===== src/rtl/wb_hdx_uart_fifo_if.sv =====
// Wishbone slave bus bundle for the half-duplex UART.
// Signal names follow the Wishbone slave's point of view.
interface wb_hdx_uart_fifo_if;
    logic [3:0]  wb_adr_i;
    logic [31:0] wb_dat_i;
    logic [31:0] wb_dat_o;
    logic        wb_we_i;
    logic        wb_stb_i;
    logic        wb_cyc_i;
    logic        wb_ack_o;

    modport master (
        output wb_adr_i,
        output wb_dat_i,
        output wb_we_i,
        output wb_stb_i,
        output wb_cyc_i,
        input  wb_dat_o,
        input  wb_ack_o
    );

    modport slave (
        input  wb_adr_i,
        input  wb_dat_i,
        input  wb_we_i,
        input  wb_stb_i,
        input  wb_cyc_i,
        output wb_dat_o,
        output wb_ack_o
    );
endinterface


===== src/rtl/wb_hdx_uart_fifo.sv =====
// Half-duplex 8-N-1 UART with TX/RX FIFOs behind a Wishbone slave.
// The receiver is held idle while the transmitter drives the line.
module wb_hdx_uart_fifo #(
    parameter int CLK_FREQ_HZ  = 72_000_000,
    parameter int DEFAULT_BAUD = 19_200,
    parameter int FIFO_DEPTH   = 16,
    parameter int GUARD_BITS   = 1
) (
    input  logic              clk,
    input  logic              rst_n,
    wb_hdx_uart_fifo_if.slave wb,
    output logic              tx_out,
    input  logic              rx_in,
    output logic              tx_active
);

    localparam int AW = (FIFO_DEPTH > 1) ? $clog2(FIFO_DEPTH) : 1;
    localparam int CW = AW + 1;
    localparam logic [CW-1:0] FULL_C = CW'(FIFO_DEPTH);
    localparam int DIV_RAW = CLK_FREQ_HZ / DEFAULT_BAUD;
    localparam logic [15:0] DIV_RST =
        (DIV_RAW < 16) ? 16'd16 : 16'(DIV_RAW);
    localparam bit GB_NONE = (GUARD_BITS == 0);
    localparam logic [7:0] GB_LAST =
        GB_NONE ? 8'd0 : 8'(GUARD_BITS - 1);

    localparam logic [2:0] TX_IDLE  = 3'd0;
    localparam logic [2:0] TX_START = 3'd1;
    localparam logic [2:0] TX_DATA  = 3'd2;
    localparam logic [2:0] TX_STOP  = 3'd3;
    localparam logic [2:0] TX_GUARD = 3'd4;

    localparam logic [1:0] RX_IDLE  = 2'd0;
    localparam logic [1:0] RX_START = 2'd1;
    localparam logic [1:0] RX_DATA  = 2'd2;
    localparam logic [1:0] RX_STOP  = 2'd3;

    logic          r_ack;
    logic [15:0]   r_baud;
    logic          r_ovr;
    logic          r_ferr;
    logic          r_txovf;

    logic [7:0]    r_txm [FIFO_DEPTH];
    logic [AW-1:0] r_txw;
    logic [AW-1:0] r_txr;
    logic [CW-1:0] r_txc;

    logic [7:0]    r_rxm [FIFO_DEPTH];
    logic [AW-1:0] r_rxw;
    logic [AW-1:0] r_rxr;
    logic [CW-1:0] r_rxc;

    logic [2:0]    r_tx_st;
    logic [15:0]   r_tx_cnt;
    logic [15:0]   r_tx_div;
    logic [2:0]    r_tx_bit;
    logic [7:0]    r_tx_gcnt;
    logic [7:0]    r_tx_sh;
    logic          r_tx_out;
    logic          r_tx_act;

    logic          r_rx_s1;
    logic          r_rx_s2;
    logic [1:0]    r_rx_st;
    logic [15:0]   r_rx_cnt;
    logic [15:0]   r_rx_div;
    logic [2:0]    r_rx_bit;
    logic [7:0]    r_rx_sh;

    logic          w_req;
    logic          w_wr;
    logic          w_rd;
    logic [1:0]    w_sel;
    logic          w_st_wr;
    logic          w_tx_full;
    logic          w_tx_emp;
    logic          w_tx_wr;
    logic          w_tx_push;
    logic          w_tx_pop;
    logic          w_tx_tick;
    logic [7:0]    w_tx_head;
    logic          w_rx_full;
    logic          w_rx_emp;
    logic          w_rx_push;
    logic          w_rx_pop;
    logic          w_rx_done;
    logic          w_rx_ferr;
    logic          w_rx_drop;
    logic          w_rx_tick;
    logic [15:0]   w_rx_half;
    logic [7:0]    w_rx_head;
    logic [31:0]   w_status;
    logic [31:0]   w_rdata;

    assign w_req   = wb.wb_stb_i & wb.wb_cyc_i & ~r_ack;
    assign w_wr    = w_req & wb.wb_we_i;
    assign w_rd    = w_req & ~wb.wb_we_i;
    assign w_sel   = wb.wb_adr_i[3:2];
    assign w_st_wr = w_wr & (w_sel == 2'd1);

    assign w_tx_full = (r_txc == FULL_C);
    assign w_tx_emp  = (r_txc == '0);
    assign w_tx_wr   = w_wr & (w_sel == 2'd0);
    assign w_tx_push = w_tx_wr & ~w_tx_full;
    assign w_tx_head = r_txm[r_txr];
    assign w_tx_tick = (r_tx_cnt == r_tx_div - 16'd1);
    assign w_tx_pop  = ~w_tx_emp &
        ((r_tx_st == TX_IDLE) | ((r_tx_st == TX_STOP) & w_tx_tick));

    assign w_rx_full = (r_rxc == FULL_C);
    assign w_rx_emp  = (r_rxc == '0);
    assign w_rx_head = r_rxm[r_rxr];
    assign w_rx_pop  = w_rd & (w_sel == 2'd2) & ~w_rx_emp;
    assign w_rx_tick = (r_rx_cnt == r_rx_div - 16'd1);
    assign w_rx_half = {1'b0, r_rx_div[15:1]} - 16'd1;
    assign w_rx_done = (r_rx_st == RX_STOP) & w_rx_tick & r_rx_s2;
    assign w_rx_ferr = (r_rx_st == RX_STOP) & w_rx_tick & ~r_rx_s2;
    // A full FIFO still accepts a byte when a pop frees a slot this cycle.
    assign w_rx_push = w_rx_done & (~w_rx_full | w_rx_pop);
    assign w_rx_drop = w_rx_done & w_rx_full & ~w_rx_pop;

    assign w_status = {8'd0, 8'(r_txc), 8'(r_rxc), 1'b0,
                       r_txovf, r_ferr, r_ovr,
                       w_tx_emp & (r_tx_st == TX_IDLE),
                       r_tx_act, ~w_rx_emp, ~w_tx_full};

    always_comb begin
        w_rdata = '0;
        case (w_sel)
            2'd1: w_rdata = w_status;
            2'd2: if (!w_rx_emp) w_rdata = {23'd0, 1'b1, w_rx_head};
            2'd3: w_rdata = {16'd0, r_baud};
            default: w_rdata = '0;
        endcase
    end

    assign wb.wb_dat_o = w_rdata;
    assign wb.wb_ack_o = r_ack;
    assign tx_out      = r_tx_out;
    assign tx_active   = r_tx_act;

    always_ff @(posedge clk or negedge rst_n) begin
        if (!rst_n) begin
            r_ack   <= 1'b0;
            r_baud  <= DIV_RST;
            r_ovr   <= 1'b0;
            r_ferr  <= 1'b0;
            r_txovf <= 1'b0;
        end else begin
            r_ack   <= w_req;
            r_ovr   <= w_rx_drop |
                       (r_ovr & ~(w_st_wr & wb.wb_dat_i[4]));
            r_ferr  <= w_rx_ferr |
                       (r_ferr & ~(w_st_wr & wb.wb_dat_i[5]));
            r_txovf <= (w_tx_wr & w_tx_full) |
                       (r_txovf & ~(w_st_wr & wb.wb_dat_i[6]));
            if (w_wr && w_sel == 2'd3)
                r_baud <= (wb.wb_dat_i[15:0] < 16'd16) ?
                          16'd16 : wb.wb_dat_i[15:0];
        end
    end

    always_ff @(posedge clk) begin
        if (w_tx_push) r_txm[r_txw] <= wb.wb_dat_i[7:0];
        if (w_rx_push) r_rxm[r_rxw] <= r_rx_sh;
    end

    always_ff @(posedge clk or negedge rst_n) begin
        if (!rst_n) begin
            r_txw <= '0;
            r_txr <= '0;
            r_txc <= '0;
            r_rxw <= '0;
            r_rxr <= '0;
            r_rxc <= '0;
        end else begin
            if (w_tx_push) r_txw <= r_txw + 1'b1;
            if (w_tx_pop)  r_txr <= r_txr + 1'b1;
            case ({w_tx_push, w_tx_pop})
                2'b10:   r_txc <= r_txc + 1'b1;
                2'b01:   r_txc <= r_txc - 1'b1;
                default: r_txc <= r_txc;
            endcase
            if (w_rx_push) r_rxw <= r_rxw + 1'b1;
            if (w_rx_pop)  r_rxr <= r_rxr + 1'b1;
            case ({w_rx_push, w_rx_pop})
                2'b10:   r_rxc <= r_rxc + 1'b1;
                2'b01:   r_rxc <= r_rxc - 1'b1;
                default: r_rxc <= r_rxc;
            endcase
        end
    end

    always_ff @(posedge clk or negedge rst_n) begin
        if (!rst_n) begin
            r_tx_st   <= TX_IDLE;
            r_tx_cnt  <= '0;
            r_tx_div  <= DIV_RST;
            r_tx_bit  <= '0;
            r_tx_gcnt <= '0;
            r_tx_sh   <= '0;
            r_tx_out  <= 1'b1;
            r_tx_act  <= 1'b0;
        end else begin
            unique case (r_tx_st)
                TX_IDLE: begin
                    if (!w_tx_emp) begin
                        r_tx_sh  <= w_tx_head;
                        r_tx_div <= r_baud;
                        r_tx_cnt <= '0;
                        r_tx_out <= 1'b0;
                        r_tx_act <= 1'b1;
                        r_tx_st  <= TX_START;
                    end
                end
                TX_START: begin
                    if (w_tx_tick) begin
                        r_tx_cnt <= '0;
                        r_tx_bit <= '0;
                        r_tx_out <= r_tx_sh[0];
                        r_tx_st  <= TX_DATA;
                    end else begin
                        r_tx_cnt <= r_tx_cnt + 16'd1;
                    end
                end
                TX_DATA: begin
                    if (w_tx_tick) begin
                        r_tx_cnt <= '0;
                        if (r_tx_bit == 3'd7) begin
                            r_tx_out <= 1'b1;
                            r_tx_st  <= TX_STOP;
                        end else begin
                            r_tx_bit <= r_tx_bit + 3'd1;
                            r_tx_sh  <= r_tx_sh >> 1;
                            r_tx_out <= r_tx_sh[1];
                        end
                    end else begin
                        r_tx_cnt <= r_tx_cnt + 16'd1;
                    end
                end
                TX_STOP: begin
                    if (w_tx_tick) begin
                        r_tx_cnt <= '0;
                        // Back-to-back frames skip the guard entirely.
                        if (!w_tx_emp) begin
                            r_tx_sh  <= w_tx_head;
                            r_tx_div <= r_baud;
                            r_tx_out <= 1'b0;
                            r_tx_st  <= TX_START;
                        end else if (GB_NONE) begin
                            r_tx_act <= 1'b0;
                            r_tx_st  <= TX_IDLE;
                        end else begin
                            r_tx_gcnt <= '0;
                            r_tx_st   <= TX_GUARD;
                        end
                    end else begin
                        r_tx_cnt <= r_tx_cnt + 16'd1;
                    end
                end
                TX_GUARD: begin
                    if (w_tx_tick) begin
                        r_tx_cnt <= '0;
                        if (r_tx_gcnt == GB_LAST) begin
                            r_tx_act <= 1'b0;
                            r_tx_st  <= TX_IDLE;
                        end else begin
                            r_tx_gcnt <= r_tx_gcnt + 8'd1;
                        end
                    end else begin
                        r_tx_cnt <= r_tx_cnt + 16'd1;
                    end
                end
                default: begin
                    r_tx_out <= 1'b1;
                    r_tx_act <= 1'b0;
                    r_tx_st  <= TX_IDLE;
                end
            endcase
        end
    end

    always_ff @(posedge clk or negedge rst_n) begin
        if (!rst_n) begin
            r_rx_s1  <= 1'b1;
            r_rx_s2  <= 1'b1;
            r_rx_st  <= RX_IDLE;
            r_rx_cnt <= '0;
            r_rx_div <= DIV_RST;
            r_rx_bit <= '0;
            r_rx_sh  <= '0;
        end else begin
            r_rx_s1 <= rx_in;
            r_rx_s2 <= r_rx_s1;
            unique case (r_rx_st)
                RX_IDLE: begin
                    if (!r_tx_act && !r_rx_s2) begin
                        r_rx_div <= r_baud;
                        r_rx_cnt <= '0;
                        r_rx_st  <= RX_START;
                    end
                end
                RX_START: begin
                    if (r_rx_cnt == w_rx_half) begin
                        r_rx_cnt <= '0;
                        r_rx_bit <= '0;
                        r_rx_st  <= r_rx_s2 ? RX_IDLE : RX_DATA;
                    end else begin
                        r_rx_cnt <= r_rx_cnt + 16'd1;
                    end
                end
                RX_DATA: begin
                    if (w_rx_tick) begin
                        r_rx_cnt <= '0;
                        r_rx_sh  <= {r_rx_s2, r_rx_sh[7:1]};
                        if (r_rx_bit == 3'd7) r_rx_st <= RX_STOP;
                        else r_rx_bit <= r_rx_bit + 3'd1;
                    end else begin
                        r_rx_cnt <= r_rx_cnt + 16'd1;
                    end
                end
                RX_STOP: begin
                    if (w_rx_tick) begin
                        r_rx_cnt <= '0;
                        r_rx_st  <= RX_IDLE;
                    end else begin
                        r_rx_cnt <= r_rx_cnt + 16'd1;
                    end
                end
                default: r_rx_st <= RX_IDLE;
            endcase
        end
    end

endmodule

===== src/flat_wrapper.sv =====
// flat-port wrapper written by rule: the top's interface ports become plain ports
module wb_hdx_uart_fifo_flat 
#(
    parameter int CLK_FREQ_HZ  = 72_000_000,
    parameter int DEFAULT_BAUD = 19_200,
    parameter int FIFO_DEPTH   = 16,
    parameter int GUARD_BITS   = 1
)
  (clk, rst_n, tx_out, rx_in, tx_active, wb_wb_adr_i, wb_wb_dat_i, wb_wb_we_i, wb_wb_stb_i, wb_wb_cyc_i, wb_wb_dat_o, wb_wb_ack_o);
  wb_hdx_uart_fifo_if wb_i ();
  input  logic clk;
  input  logic rst_n;
  output logic tx_out;
  input  logic rx_in;
  output logic tx_active;
  input wire logic [$bits(wb_i.wb_adr_i)-1:0] wb_wb_adr_i;
  input wire logic [$bits(wb_i.wb_dat_i)-1:0] wb_wb_dat_i;
  input wire logic [$bits(wb_i.wb_we_i)-1:0] wb_wb_we_i;
  input wire logic [$bits(wb_i.wb_stb_i)-1:0] wb_wb_stb_i;
  input wire logic [$bits(wb_i.wb_cyc_i)-1:0] wb_wb_cyc_i;
  output wire logic [$bits(wb_i.wb_dat_o)-1:0] wb_wb_dat_o;
  output wire logic [$bits(wb_i.wb_ack_o)-1:0] wb_wb_ack_o;
  assign wb_i.wb_adr_i = wb_wb_adr_i;
  assign wb_i.wb_dat_i = wb_wb_dat_i;
  assign wb_i.wb_we_i = wb_wb_we_i;
  assign wb_i.wb_stb_i = wb_wb_stb_i;
  assign wb_i.wb_cyc_i = wb_wb_cyc_i;
  assign wb_wb_dat_o = wb_i.wb_dat_o;
  assign wb_wb_ack_o = wb_i.wb_ack_o;
  wb_hdx_uart_fifo #(.CLK_FREQ_HZ(CLK_FREQ_HZ), .DEFAULT_BAUD(DEFAULT_BAUD), .FIFO_DEPTH(FIFO_DEPTH), .GUARD_BITS(GUARD_BITS)) u_core (.clk(clk), .rst_n(rst_n), .wb(wb_i), .tx_out(tx_out), .rx_in(rx_in), .tx_active(tx_active));
endmodule

===== config.mk =====
export PLATFORM = sky130hd
export DESIGN_NAME = wb_hdx_uart_fifo_flat
export DESIGN_NICKNAME = d
export VERILOG_FILES = /design/src/rtl/wb_hdx_uart_fifo_if.sv /design/src/rtl/wb_hdx_uart_fifo.sv /design/src/flat_wrapper.sv
export SDC_FILE = /design/constraint.sdc
export NUM_CORES = 1
export LEC_CHECK = 0
export CAP_MARGIN = 25
export CORE_MARGIN = 3
export CORE_UTILIZATION = 53
export CTS_CLUSTER_SIZE = 20
export DETAILED_ROUTE_END_ITERATION = 7
export PLACE_DENSITY = 0.71
export REMOVE_ABC_BUFFERS = 1
export SYNTH_ARGS = -nofsm -noshare
export SYNTH_HDL_FRONTEND = slang
export SYNTH_SLANG_ARGS = --single-unit

===== constraint.sdc =====
create_clock -name clk -period 7.45 [get_ports clk]
set_clock_uncertainty 0.15 [all_clocks]
set_input_delay 0.745 -clock clk [delete_from_list [all_inputs] [get_ports clk]]
set_output_delay 0.745 -clock clk [all_outputs]
set_load 0.005 [all_outputs]

==> results of run 1 <==
-- per-stage QoR --
stage	power [mW]	hold WS (ps)	setup slack (ps)
finish	6.67	127	2880
global route	7.04	190	2470
CTS	6.73	156	2850
detailed placement	4.60	198	2800
global placement	4.53	197	2890
floorplan	4.07	195	3490
-- layout by cell type, fill, tap and decap left out, drive strengths merged, types with 9 or more instances in the layout --
| cell | netlist | layout |
|---|---|---|
| and3 | 29 | 29 |
| clkdlybuf4s50 | 0 | 46 |
| mux2i | 12 | 12 |
| o21ai | 46 | 46 |
| nor4 | 24 | 24 |
| a31oi | 9 | 9 |
| ha | 28 | 28 |
| inv | 37 | 38 |
| buf | 41 | 30 |
| edfxtp | 256 | 256 |
| nor3 | 28 | 28 |
| and2 | 18 | 18 |
| dfstp | 24 | 24 |
| mux4 | 80 | 80 |
| nand2 | 137 | 137 |
| clkbuf | 78 | 57 |
| clkinv | 2 | 15 |
| nand3 | 67 | 67 |
| a21oi | 50 | 50 |
| nor2 | 96 | 96 |
| nand2b | 14 | 14 |
| a22o | 18 | 18 |
| nor2b | 12 | 12 |
| xor2 | 33 | 33 |
| conb | 1 | 11 |
| xnor2 | 55 | 55 |
| mux2 | 35 | 35 |
| o311ai | 12 | 12 |
| nand4 | 43 | 43 |
| a22oi | 10 | 10 |
| dfrtp | 125 | 125 |
| nand3b | 18 | 18 |
-- layout make-up --
type	instances	area [sq um]
Sequential cell	405	11400
Timing Repair Buffer	76	689
Multi-Input combinational cell	989	7770
Tap cell	468	586
Inverter	39	146
Clock buffer	57	1210
Clock inverter	20	204
Fill cell	2843	14700
-- cells by family after synthesis --
kind of cell             count (synthesis)
buffers and inverters                  158
multiplexers                           127
AO/OA/AOI/OAI                          207
XOR/XNOR                                88
adder cells (fa/ha/maj)                 30
other                                    1
flip-flops                             405
AND/OR/NAND/NOR                        526
-- worst max-delay path by stage --
stage / startpoint / to / slack, ps / cells after the start
2_1_floorplan: u_core.r_tx_div[0]$_DFFE_PN0P_ / u_core.r_txc[4]$_DFFE_PN0P_ / 3490 / 17
6_report: u_core.r_rxr[1]$_DFFE_PN0P_ / wb_wb_dat_o[1] / 2880 / 7
5_1_grt: u_core.r_tx_div[0]$_DFFE_PN0P_ / u_core.r_txc[4]$_DFFE_PN0P_ / 2470 / 18
3_5_place_dp: wb_wb_cyc_i / u_core.r_txc[4]$_DFFE_PN0P_ / 2800 / 15
3_3_place_gp: wb_wb_cyc_i / u_core.r_txc[4]$_DFFE_PN0P_ / 2890 / 15
4_1_cts: u_core.r_rxr[1]$_DFFE_PN0P_ / wb_wb_dat_o[1] / 2850 / 7
-- power breakdown --
part	leakage (nW)	internal, mW	switching [mW]
Combinational	3.21	0.803	0.839
Sequential	4.46	2.58	0.328
Clock	0.688	1.25	0.870
-- critical path, cell delays in order, from the launching register on --
cell	delay [ps]
dfrtp_1	780
buf_4	430
mux4_2	390
mux4_2	520
a22o_1	210
nand2_1	50
o21ai_0	200
clkdlybuf4s50_1	520
-- layer usage --
| layer | vias to the layer above | part of all wire, % | wire (um) | GRT usage (%) |
|---|---|---|---|---|
| li1 | 5809 | - | - | - |
| met1 | 6373 | 44 | 19200 | 32.1 |
| met2 | 371 | 48 | 20800 | 36.4 |
| met3 | 68 | 5.6 | 2450 | 3.42 |
| met4 | 0 | 2.4 | 1050 | 6.46 |
| met5 | - | 0 | 0 | 0 |
-- synthesized netlist by cell type, types with 17 or more instances --
library cell | number | share of area [%]
inv_1 | 35 | 0.66
dfrtp_1 | 125 | 16
nand4_1 | 43 | 1.4
xnor2_1 | 55 | 2.4
nand2_1 | 137 | 2.6
edfxtp_1 | 256 | 39
nand3_1 | 65 | 1.6
mux2_2 | 26 | 1.5
and2_1 | 18 | 0.57
clkbuf_1 | 78 | 1.5
mux4_2 | 80 | 9.1
nor4_1 | 18 | 0.57
a22o_1 | 18 | 0.79
nor2_1 | 94 | 1.8
ha_1 | 28 | 1.8
dfstp_2 | 24 | 3.2
a21oi_1 | 49 | 1.2
o21ai_0 | 41 | 1.0
nor3_1 | 26 | 0.66
and3_1 | 28 | 0.88
xor2_1 | 33 | 1.5
nand3b_1 | 17 | 0.64
-- flip-flops by register name, summed over array words and instances (netlist names), 3 cells and up, named ones only --
signal	count
u_core.r_rxc	5
u_core.r_rxr	4
u_core.r_rxm	128
u_core.r_rx_bit	3
u_core.r_rx_cnt	16
u_core.r_rx_sh	8
u_core.r_rxw	4
u_core.r_txr	4
u_core.r_tx_cnt	16
u_core.r_txc	5
u_core.r_tx_div	16
u_core.r_tx_bit	3
u_core.r_rx_div	16
u_core.r_tx_gcnt	8
u_core.r_txm	128
u_core.r_tx_st	3
u_core.r_tx_sh	8
u_core.r_txw	4
u_core.r_baud	16
==> summary.md, run 1 <==
| Metric | Value |
|---|---|
| Critical Path Start Type | register |
| Largest net degree at the start of global routing | between 90 and 100 |
| Power per standard cell area | slightly above 300 nW/um^2 |
| Post-DP Area | 20600 sq um |
| Initial DRC Count | about 1100 |
| Core area | 36800 sq um |
| Setup TNS | 0 ps |
| Die width | 199 um |
| Pre-Repair DR Iteration Count | 6 |
| Max-cap violation count | 0 |
| Post-synth EDFFs | ~260 |
| Layout cells sized above 1 | about 17% |
| Starting Density | between 50 and 60% |
| Root buf cell | clkbuf_16 |
| CTS buffer count | between 40 and 50 |
| First-pass GRT wire length | 70000 um |
| Mapped Area | between 15000 and 20000 sq um |
| Min cycle time layout | 4570 ps |
| All-Layer GR Usage | 22.5% |
| Clk pin slew, worst setup/hold paths | approximately 60 ps |
| Nets | between 1500 and 2000 |
| Clock buffer depth | 3 |
| Critical path type | reg -> out |
| Fmax | around 220 MHz |
| I/O pins | 77 |
| Cell total after placement | 1977 |
| Dominant combinational cell family by area after synthesis | simple AND/OR/NAND/NOR gates |
| Simple-gate portion of the synthesized area | around 14% |
| Arrival @ worst endpoint | roughly 3700 ps |
| Unrepaired setup endpoints after global routing | false |
| Antenna diodes | 0 |
| Routed vias/inst | between 6 and 7 |
| Residual DRC | 0 |
| DP HPWL | 28700 um |
| Post-DR wirelength/cell | approximately 21 um |
| Synth Flop Type | edfxtp_1 |
| Antenna Nets Post-Route | 0 |
| Reg2Reg Depth | 18 |
| Crit path max fanout | 22 |
| GPL Wtd Cong | roughly 0.85 |
| Post-CTS sizing | 0 |
| Post-synth ARST share | a little under two fifths |
| Avg Cell Area, Syn | between 10 and 15 sq um |
| Initial antenna violation count | 0 |
| Worst-Margin Slew | between 900 and 1000 ps |
| Hold_buf cts | 0 |
| Critical Path End Type | output port |
| Worst hold-check path type | in -> async |
| Final Util | 60.0% |
| Reg2reg end | u_core.r_txc[4]$_DFFE_PN0P_ |
| Cell leakage power | ~8.4 nW |
| Yosys cell types | 91 |
| Total Wirelength | approximately 44000 um |
| Final setup violation count | 0 |
| Hold Violations, Final | 0 |
| Die height | about 200 um |
| Outcome | completed |
| Vias | roughly 13000 |
| Setup bufs post-CTS | 0 |
| Sequential share of the synthesized area | a little under 60% |
| Final Max Slew Viols | 0 |
| Critical R2R Launch | u_core.r_tx_div[0]$_DFFE_PN0P_ |
| Row count | 70 |
| Share of the synthesized area in compound gates (AO/OA/AOI/OAI) | ~7.2% |
| Xor and xnor fraction of the mapped netlist area | between 3 and 4% |
| Htree depth | 2 |
| Req. time, crit path | between 6000 and 7000 ps |
| Port-buffer cells | 47 |
| Worst relative slew slack | between 30% and 40% |
| Syn. warnings | 0 |
| Vias in the first global route | between 10000 and 15000 |
| Flop2flop setup slack | ~2900 ps |
| Post-synthesis mux area share | between 10% and 20% |
| Final Cell Area | roughly 22000 sq um |
| Syn-to-layout area delta | 11.2% |
| Post-Syn Instances | 1542 |
| Post-Layout Cell Count | roughly 2000 |
| Global route overflow | 0 |
| Yosys reg bits | around 410 |
| Period utilization | 61.4% |
| Die area | between 30000 and 40000 sq um |
| Synth Area in Adders | slightly below 2% |
| Clk_lat worst skew | around 550 ps |
| CTS tree | built |
| Peak VDD IR | around 0.22 mV |
| # clock sinks | between 400 and 500 |
Note: power is estimated with default switching activity, not from simulation.
==> run 2: changes to the inputs <==
--- a/config.mk
+++ b/config.mk
@@ -10,7 +10,7 @@
 export CORE_UTILIZATION = 53
 export CTS_CLUSTER_SIZE = 20
 export DETAILED_ROUTE_END_ITERATION = 7
-export PLACE_DENSITY = 0.71
+export PLACE_DENSITY = 0.74
 export REMOVE_ABC_BUFFERS = 1
 export SYNTH_ARGS = -nofsm -noshare
 export SYNTH_HDL_FRONTEND = slang
==> constraint.sdc (replaced) <==
create_clock -name clk -period 4.1 [get_ports clk]
set_clock_uncertainty 0.15 [all_clocks]
set_input_delay 0.41 -clock clk [delete_from_list [all_inputs] [get_ports clk]]
set_output_delay 0.41 -clock clk [all_outputs]
set_load 0.005 [all_outputs]
==> run 2 against run 1 <==
Against the previous run: via count rose by 1.7%; utilization grew 0.85 points; die area unchanged; wire length grew 0.78%; sequential cell count stayed put; final cell count grew 1.9%; first-iteration DRC count fell by 7.5%; total power increased by 81%; critical path type is now reg -> reg; largest cell class unchanged; highest routed layer is now met5.
==> summary.md, run 2 (synthesized netlist as in run 1, its figures left out) <==
| Metric | Value |
|---|---|
| Outcome | completed |
| Layout cells sized above 1 | 18.5% (+1.9 points) |
| Largest net degree at the start of global routing | 91 (-4.2%) |
| Vias in the first global route | 12600 (+0.82%) |
| Htree depth | 2 (unchanged) |
| Peak VDD IR | 0.375 mV (+68%) |
| Row count | 70 (unchanged) |
| Hold Crit Start | rx_in |
| Pre-Repair DR Iteration Count | 6 (unchanged) |
| Initial antenna violation count | 1 (+1) |
| Root buf cell | clkbuf_16 |
| Antenna Nets Post-Route | 0 (unchanged) |
| Arrival @ worst endpoint | 4120 ps (+440 ps) |
| Post-DP Area | 21000 sq um (+1.6%) |
| Total Wirelength | 43800 um (+0.78%) |
| Antenna diodes | 0 (unchanged) |
| Min cycle time layout | between 3000 and 4000 ps |
| Hold path cells | 1 |
| Critical path type | reg -> reg |
| Clk_lat worst skew | 550 ps (about the same) |
| Final Cell Area | 22400 sq um (+1.4%) |
| Req. time, crit path | 4360 ps (-2190 ps) |
| Worst relative slew slack | 41.4% (+3.9 points) |
| Global route overflow | 0 (unchanged) |
| Vias | 12800 (+1.7%) |
| CTS tree | built |
| Cell total after placement | 2011 (+1.7%) |
| Clock buffer depth | 3 (unchanged) |
| Post-Layout Cell Count | 2093 (+1.9%) |
| Tot Pwr | 12.1 mW (+81%) |
| Nets | 1663 (+2.3%) |
| Starting Density | 53.9% (unchanged) |
| Post-DR wirelength/cell | 20.9 um (-1.1%) |
| Critical Path Start Type | register |
| Period utilization | a little over nine tenths |
| CTS buffer count | 43 (+2.4%) |
| Hold Violations, Final | 0 (unchanged) |
| Cell leakage power | 8.53 nW (+2.1%) |
| Fmax | 259 MHz |
| All-Layer GR Usage | 22.2% (-0.25 points) |
| Final Max Slew Viols | 0 (unchanged) |
| Worst hold-check path type | in -> reg |
| Max-cap violation count | 0 (unchanged) |
| Port-buffer cells | 47 (unchanged) |
| Reg2Reg Depth | 17 (-1) |
| Worst Hold Slack | 135 ps (+8.69 ps) |
| Die width | 199 um (unchanged) |
| Die area | 39800 sq um (unchanged) |
| Power per standard cell area | 539 nW/um^2 (+78%) |
| Initial DRC Count | 1038 (-7.5%) |
| # clock sinks | 405 (unchanged) |
| Final setup violation count | 0 (unchanged) |
| I/O pins | 77 (unchanged) |
| GPL Wtd Cong | 0.844 (-1.0%) |
| Critical R2R Launch | u_core.r_rx_div[1]$_DFFE_PN1P_ |
| Crit path max fanout | 6 (-73%) |
| Syn-to-layout area delta | 12.8% |
| Final Util | 60.8% (+0.85 points) |
| Worst-Margin Slew | 879 ps (-50.3 ps) |
| Flop2flop setup slack | 240 ps (-2640 ps) |
| Die height | 199 um (unchanged) |
| Commonest non-fill, non-tap cell in the layout | edfxtp_1 |
| Critical Path End Type | register |
| First-pass GRT wire length | 69400 um (-0.77%) |
| Largest regs | u_core.r_rxm (128), u_core.r_txm (128) |
| Filler cells | 2780 (-2.2%) |
| Hold path endpoint | u_core.r_rx_s1$_DFF_PN1_ |
| Leading cell types in the layout, fill and taps excluded | edfxtp_1, nand2_1, dfrtp_1, nor2_1, mux4_2 |
| Reg2reg end | u_core.r_rxc[4]$_DFFE_PN0P_ |
| Routed vias/inst | 6.13 (-0.24%) |
| Clk pin slew, worst setup/hold paths | 60 ps (about the same) |
| Residual DRC | 0 (unchanged) |
| DP HPWL | 29600 um (+3.1%) |
| Core area | 36800 sq um (unchanged) |
[run 2: cell types whose count changed in the layout (fill, tap and decap cells not counted), moves of 2 or more]
cell       before  now
buf_12          0    4
buf_4          29   61
bufinv_16       3    1
clkbuf_1        7   16
clkinv_2        7    4
nor4_1         16   13
nor4_2          5    8
[run 2: power by group]
group | total (mW) | internal (mW) | switching [mW] | leakage [nW]
sequential | 5.29 | 4.70 | 0.596 | 4.46
clock | 3.68 | 2.12 | 1.56 | 0.648
combinational | 3.08 | 1.54 | 1.54 | 3.42
[run 2: per-layer routing]
metal  track usage, %  vias to the layer above  wire length (um)
li1                 -                     5887                 -
met1             31.7                     6465             18800
met5                0                        -                 7
met2             35.8                      399             21300
met3             3.96                       77              2660
met4             6.18                        2              1060
[run 2: area by class of cell]
type	count	area [sq um]	area share [%]
Timing Repair Buffer	113	1020	4.56
Sequential cell	405	11400	51.2
Inverter	39	146	0.654
Tap cell	468	586	2.62
Clock buffer	65	1220	5.45
Clock inverter	14	124	0.554
Multi-Input combinational cell	989	7830	35.0
[run 2: worst max path at each step]
stage	start	to	slack (ps)	cells after the start
finish	u_core.r_rx_div[1]$_DFFE_PN1P_	u_core.r_rxc[4]$_DFFE_PN0P_	240	17
global route	u_core.r_rx_div[8]$_DFFE_PN0P_	u_core.r_rxc[4]$_DFFE_PN0P_	-30	14
CTS	u_core.r_tx_div[1]$_DFFE_PN1P_	u_core.r_txc[4]$_DFFE_PN0P_	160	16
detailed placement	u_core.r_tx_div[1]$_DFFE_PN1P_	u_core.r_txc[4]$_DFFE_PN0P_	180	16
global placement	u_core.r_tx_div[1]$_DFFE_PN1P_	u_core.r_txc[4]$_DFFE_PN0P_	250	18
floorplan	u_core.r_tx_div[0]$_DFFE_PN0P_	u_core.r_txc[4]$_DFFE_PN0P_	140	17
[run 2: repair_timing]
action	in CTS	in global routing
hold buffers	1	0
buffers inserted	0	2
endpoints found under the setup margin	0	2
resized for setup	0	6
hold endpoints to repair	71	0
[run 2: per-stage QoR]
step,setup TNS (ps),setup slack (ps)
floorplan,0,138
global placement,0,248
detailed placement,0,177
CTS,0,164
global route,-27.3,-27.3
finish,0,240
[run 2: worst max-delay path, cell delays in order (launching register included)]
cell and delay (ps):
dfstp_2 390, inv_1 130, ha_4 200, nor4b_4 310
buf_4 170, nand3_2 100, or4b_1 540, o211a_2 150
o21bai_4 140, a31o_2 220, inv_2 70, ha_1 320
nor2b_1 140, o21ai_0 150, nand2b_1 120, nor3b_1 150
mux2i_1 160, nand3_1 100
==> run 3: changes to the inputs <==
--- a/config.mk
+++ b/config.mk
@@ -7,10 +7,9 @@
 export LEC_CHECK = 0
 export CAP_MARGIN = 25
 export CORE_MARGIN = 3
-export CORE_UTILIZATION = 53
+export CORE_UTILIZATION = 23
 export CTS_CLUSTER_SIZE = 20
 export DETAILED_ROUTE_END_ITERATION = 7
-export PLACE_DENSITY = 0.74
 export REMOVE_ABC_BUFFERS = 1
 export SYNTH_ARGS = -nofsm -noshare
 export SYNTH_HDL_FRONTEND = slang
==> run 3 against run 2 <==
Against the previous run: final area rose by 4.1%; combinational power rose by 3%; sequential cell count did not move; non-clock buffer count rose by 4; largest cell class unchanged; sequential power fell by 0.9%.
==> summary.md, run 3 (synthesized netlist as in run 1, its figures left out) <==
| Metric | Value |
|---|---|
| GPL Wtd Cong | 0.827 (-2.1%) |
| Pre-Repair DR Iteration Count | 5 (-1) |
| Die height | 300 um (+50%) |
| Worst path max stage delay | 600 ps (+60 ps) |
| Cell total after placement | 2693 (+34%) |
| CTS tree | built |
| Antenna diodes | 0 (unchanged) |
| # clock sinks | 405 (unchanged) |
| Initial DRC Count | 1036 (-0.19%) |
| Hold Violations, Final | 0 (unchanged) |
| Critical path type | reg -> out |
| Nets | 1667 (+0.24%) |
| Leading cell types in the layout, fill and taps excluded | edfxtp_1, nand2_1, dfrtp_1, nor2_1, mux4_2 |
| Core area | 85300 sq um (+130%) |
| Buf/Inv on CP | 3 (unchanged) |
| Internal | 8.58 mW (+2.7%) |
| Final setup violation count | 0 (unchanged) |
| Row count | 107 (+53%) |
| Clock power share | 32.0% (+1.5 points) |
| Outcome | completed |
| Crit path max fanout | 25 (+19) |
| Residual DRC | 0 (unchanged) |
| Commonest non-fill, non-tap cell in the layout | edfxtp_1 |
| Max-cap violation count | 0 (unchanged) |
| Cell leakage power | 8.60 nW (+0.77%) |
| Flop pwr share | 42.3% (-1.6 points) |
| Post-DP Area | 21800 sq um (+4.1%) |
| Worst-Margin Slew | 958 ps (+79.4 ps) |
| Post-Layout Cell Count | 2773 (+32%) |
| Largest net degree at the start of global routing | 80 (-12%) |
| First-pass GRT wire length | 76900 um (+11%) |
| Root buf cell | clkbuf_16 |
| Worst Hold Slack | 105 ps (-30.4 ps) |
| Logic pwr share | 25.7% (+0.2 points) |
| Antenna Nets Post-Route | 0 (unchanged) |
| Req. time, crit path | 3540 ps (-820 ps) |
| Port-buffer cells | 47 (unchanged) |
| Die area | 89800 sq um (+130%) |
| Critical Path End Type | output port |
| Clk_lat worst skew | 570 ps (+20 ps) |
| Initial antenna violation count | 1 (unchanged) |
| Arrival @ worst endpoint | 3370 ps (-750 ps) |
| Critical Path Start Type | register |
| Htree depth | 2 (unchanged) |
| Min cycle time layout | 3930 ps (+68.4 ps) |
| Clk pin slew, worst setup/hold paths | 60 ps (about the same) |
| Syn-to-layout area delta | 17.4% |
| Peak VDD IR | 0.305 mV (-19%) |
| Global route overflow | 0 (unchanged) |
| Vias | 12900 (+0.87%) |
| Final Cell Area | 23300 sq um (+4.1%) |
| Unrepaired setup endpoints after global routing | true |
| Tot Pwr | 12.4 mW (+2.7%) |
| Final Max Slew Viols | 0 (unchanged) |
| CP top delay family | multiplexers |
| CTS buffer count | 43 (unchanged) |
| Post-DR wirelength/cell | 17.6 um (-16%) |
| Worst path cell trace | buf_12, mux4_2, mux4_2, a22o_1, nand2_1, o41ai_1, buf_4, clkdlybuf4s50_1 |
| Total Wirelength | 48800 um (+11%) |
| Period utilization | 95.8% (+1.7 points) |
| Setup bufs post-CTS | 0 (unchanged) |
| Most common cell on crit path | mux4_2 |
| Vias in the first global route | 13000 (+3.0%) |
| Switching Share | 30.6% (about the same) |
| DP HPWL | 33700 um (+14%) |
| Routed vias/inst | 4.67 (-24%) |
| I/O pins | 77 (unchanged) |
| Die width | 300 um (+50%) |
| Clock buffer depth | 3 (unchanged) |
| Worst hold-check path type | in -> reg |
| Worst relative slew slack | 35.9% (-5.5 points) |
| Starting Density | 23.3% (-31 points) |
| Largest regs | u_core.r_rxm (128), u_core.r_txm (128) |
| Power per standard cell area | 531 nW/um^2 (-1.4%) |
| Net Sw Power | 3.79 mW (+2.8%) |
| Slowest-stage cell, CP | mux4_2 |
| Fmax | 255 MHz (-1.7%) |
| Layout cells sized above 1 | 18.5% (about the same) |
| All-Layer GR Usage | 10.8% (-11 points) |
## run 3: worst reg2reg max path: stages, from the launching register on
cell,delay (ps)
dfstp_2,410
inv_1,100
ha_2,260
nor4b_4,320
nand3_1,230
or4b_1,530
o211a_2,140
o21bai_4,170
a31o_2,240
inv_2,70
ha_1,320
nor2b_1,140
o21ai_0,160
nand2b_1,120
nor3b_1,160
mux2i_1,130
nand3_1,100
## run 3: layout make-up
class	count	area (sq um)
Timing Repair Buffer	117	1050
Fill cell	8671	62000
Clock inverter	18	214
Clock buffer	61	1210
Tap cell	1144	1430
Sequential cell	405	11400
Multi-Input combinational cell	989	7780
Inverter	39	146
## run 3: power by group through the flow
stage / logic, mW / clock network [mW] / registers (mW)
finish: 3.17 / 3.96 / 5.24
detailed placement: 3.19 / 0 / 5.31
floorplan: 1.99 / 0 / 5.41
CTS: 3.21 / 4.05 / 5.23
global route: 3.53 / 4.22 / 5.30
global placement: 3.10 / 0 / 5.29
## run 3: routing by layer
metal / global-route usage, % / vias up / part of all wire (%)
met3: 2.05 / 62 / 6.1
met4: 2.19 / 2 / 1.6
met2: 17.6 / 369 / 48
met1: 14.9 / 6612 / 45
met5: 0 / - / 0.020
li1: - / 5897 / -
## run 3: final timing paths
path / start / end / slack [ps] / depth (start not counted)
min in group asynchronous: rst_n / u_core.r_tx_sh[4]$_DFFE_PN0P_ / 370 / 2
max in group asynchronous: rst_n / u_core.r_rx_cnt[12]$_DFFE_PN0N_ / 2530 / 3
worst min-delay path: rx_in / u_core.r_rx_s1$_DFF_PN1_ / 100 / 1
worst min register to register: u_core.r_rx_s1$_DFF_PN1_ / u_core.r_rx_s2$_DFF_PN1_ / 210 / 0
worst max register to register: u_core.r_rx_div[2]$_DFFE_PN1P_ / u_core.r_rxc[4]$_DFFE_PN0P_ / 230 / 16
worst max-delay path: u_core.r_rxr[0]$_DFFE_PN0P_ / wb_wb_dat_o[3] / 170 / 8
## run 3: through the flow
step / setup TNS [ps] / utilization, % / setup WS (ps)
final: 0 / 27.3 / 171
after global routing: -32.6 / 27.3 / -32.6
after CTS: 0 / 27.3 / 119
after detailed placement: 0 / 25.6 / 199
after global placement: 0 / 25.6 / 187
after floorplan: 0 / - / 138
## run 3: what timing repair did
item | 4_1_cts | 5_1_grt
hold endpoints to repair | 71 | 0
setup endpoints to repair | 0 | 2
gates resized for setup | 0 | 3
hold buffers | 1 | 0
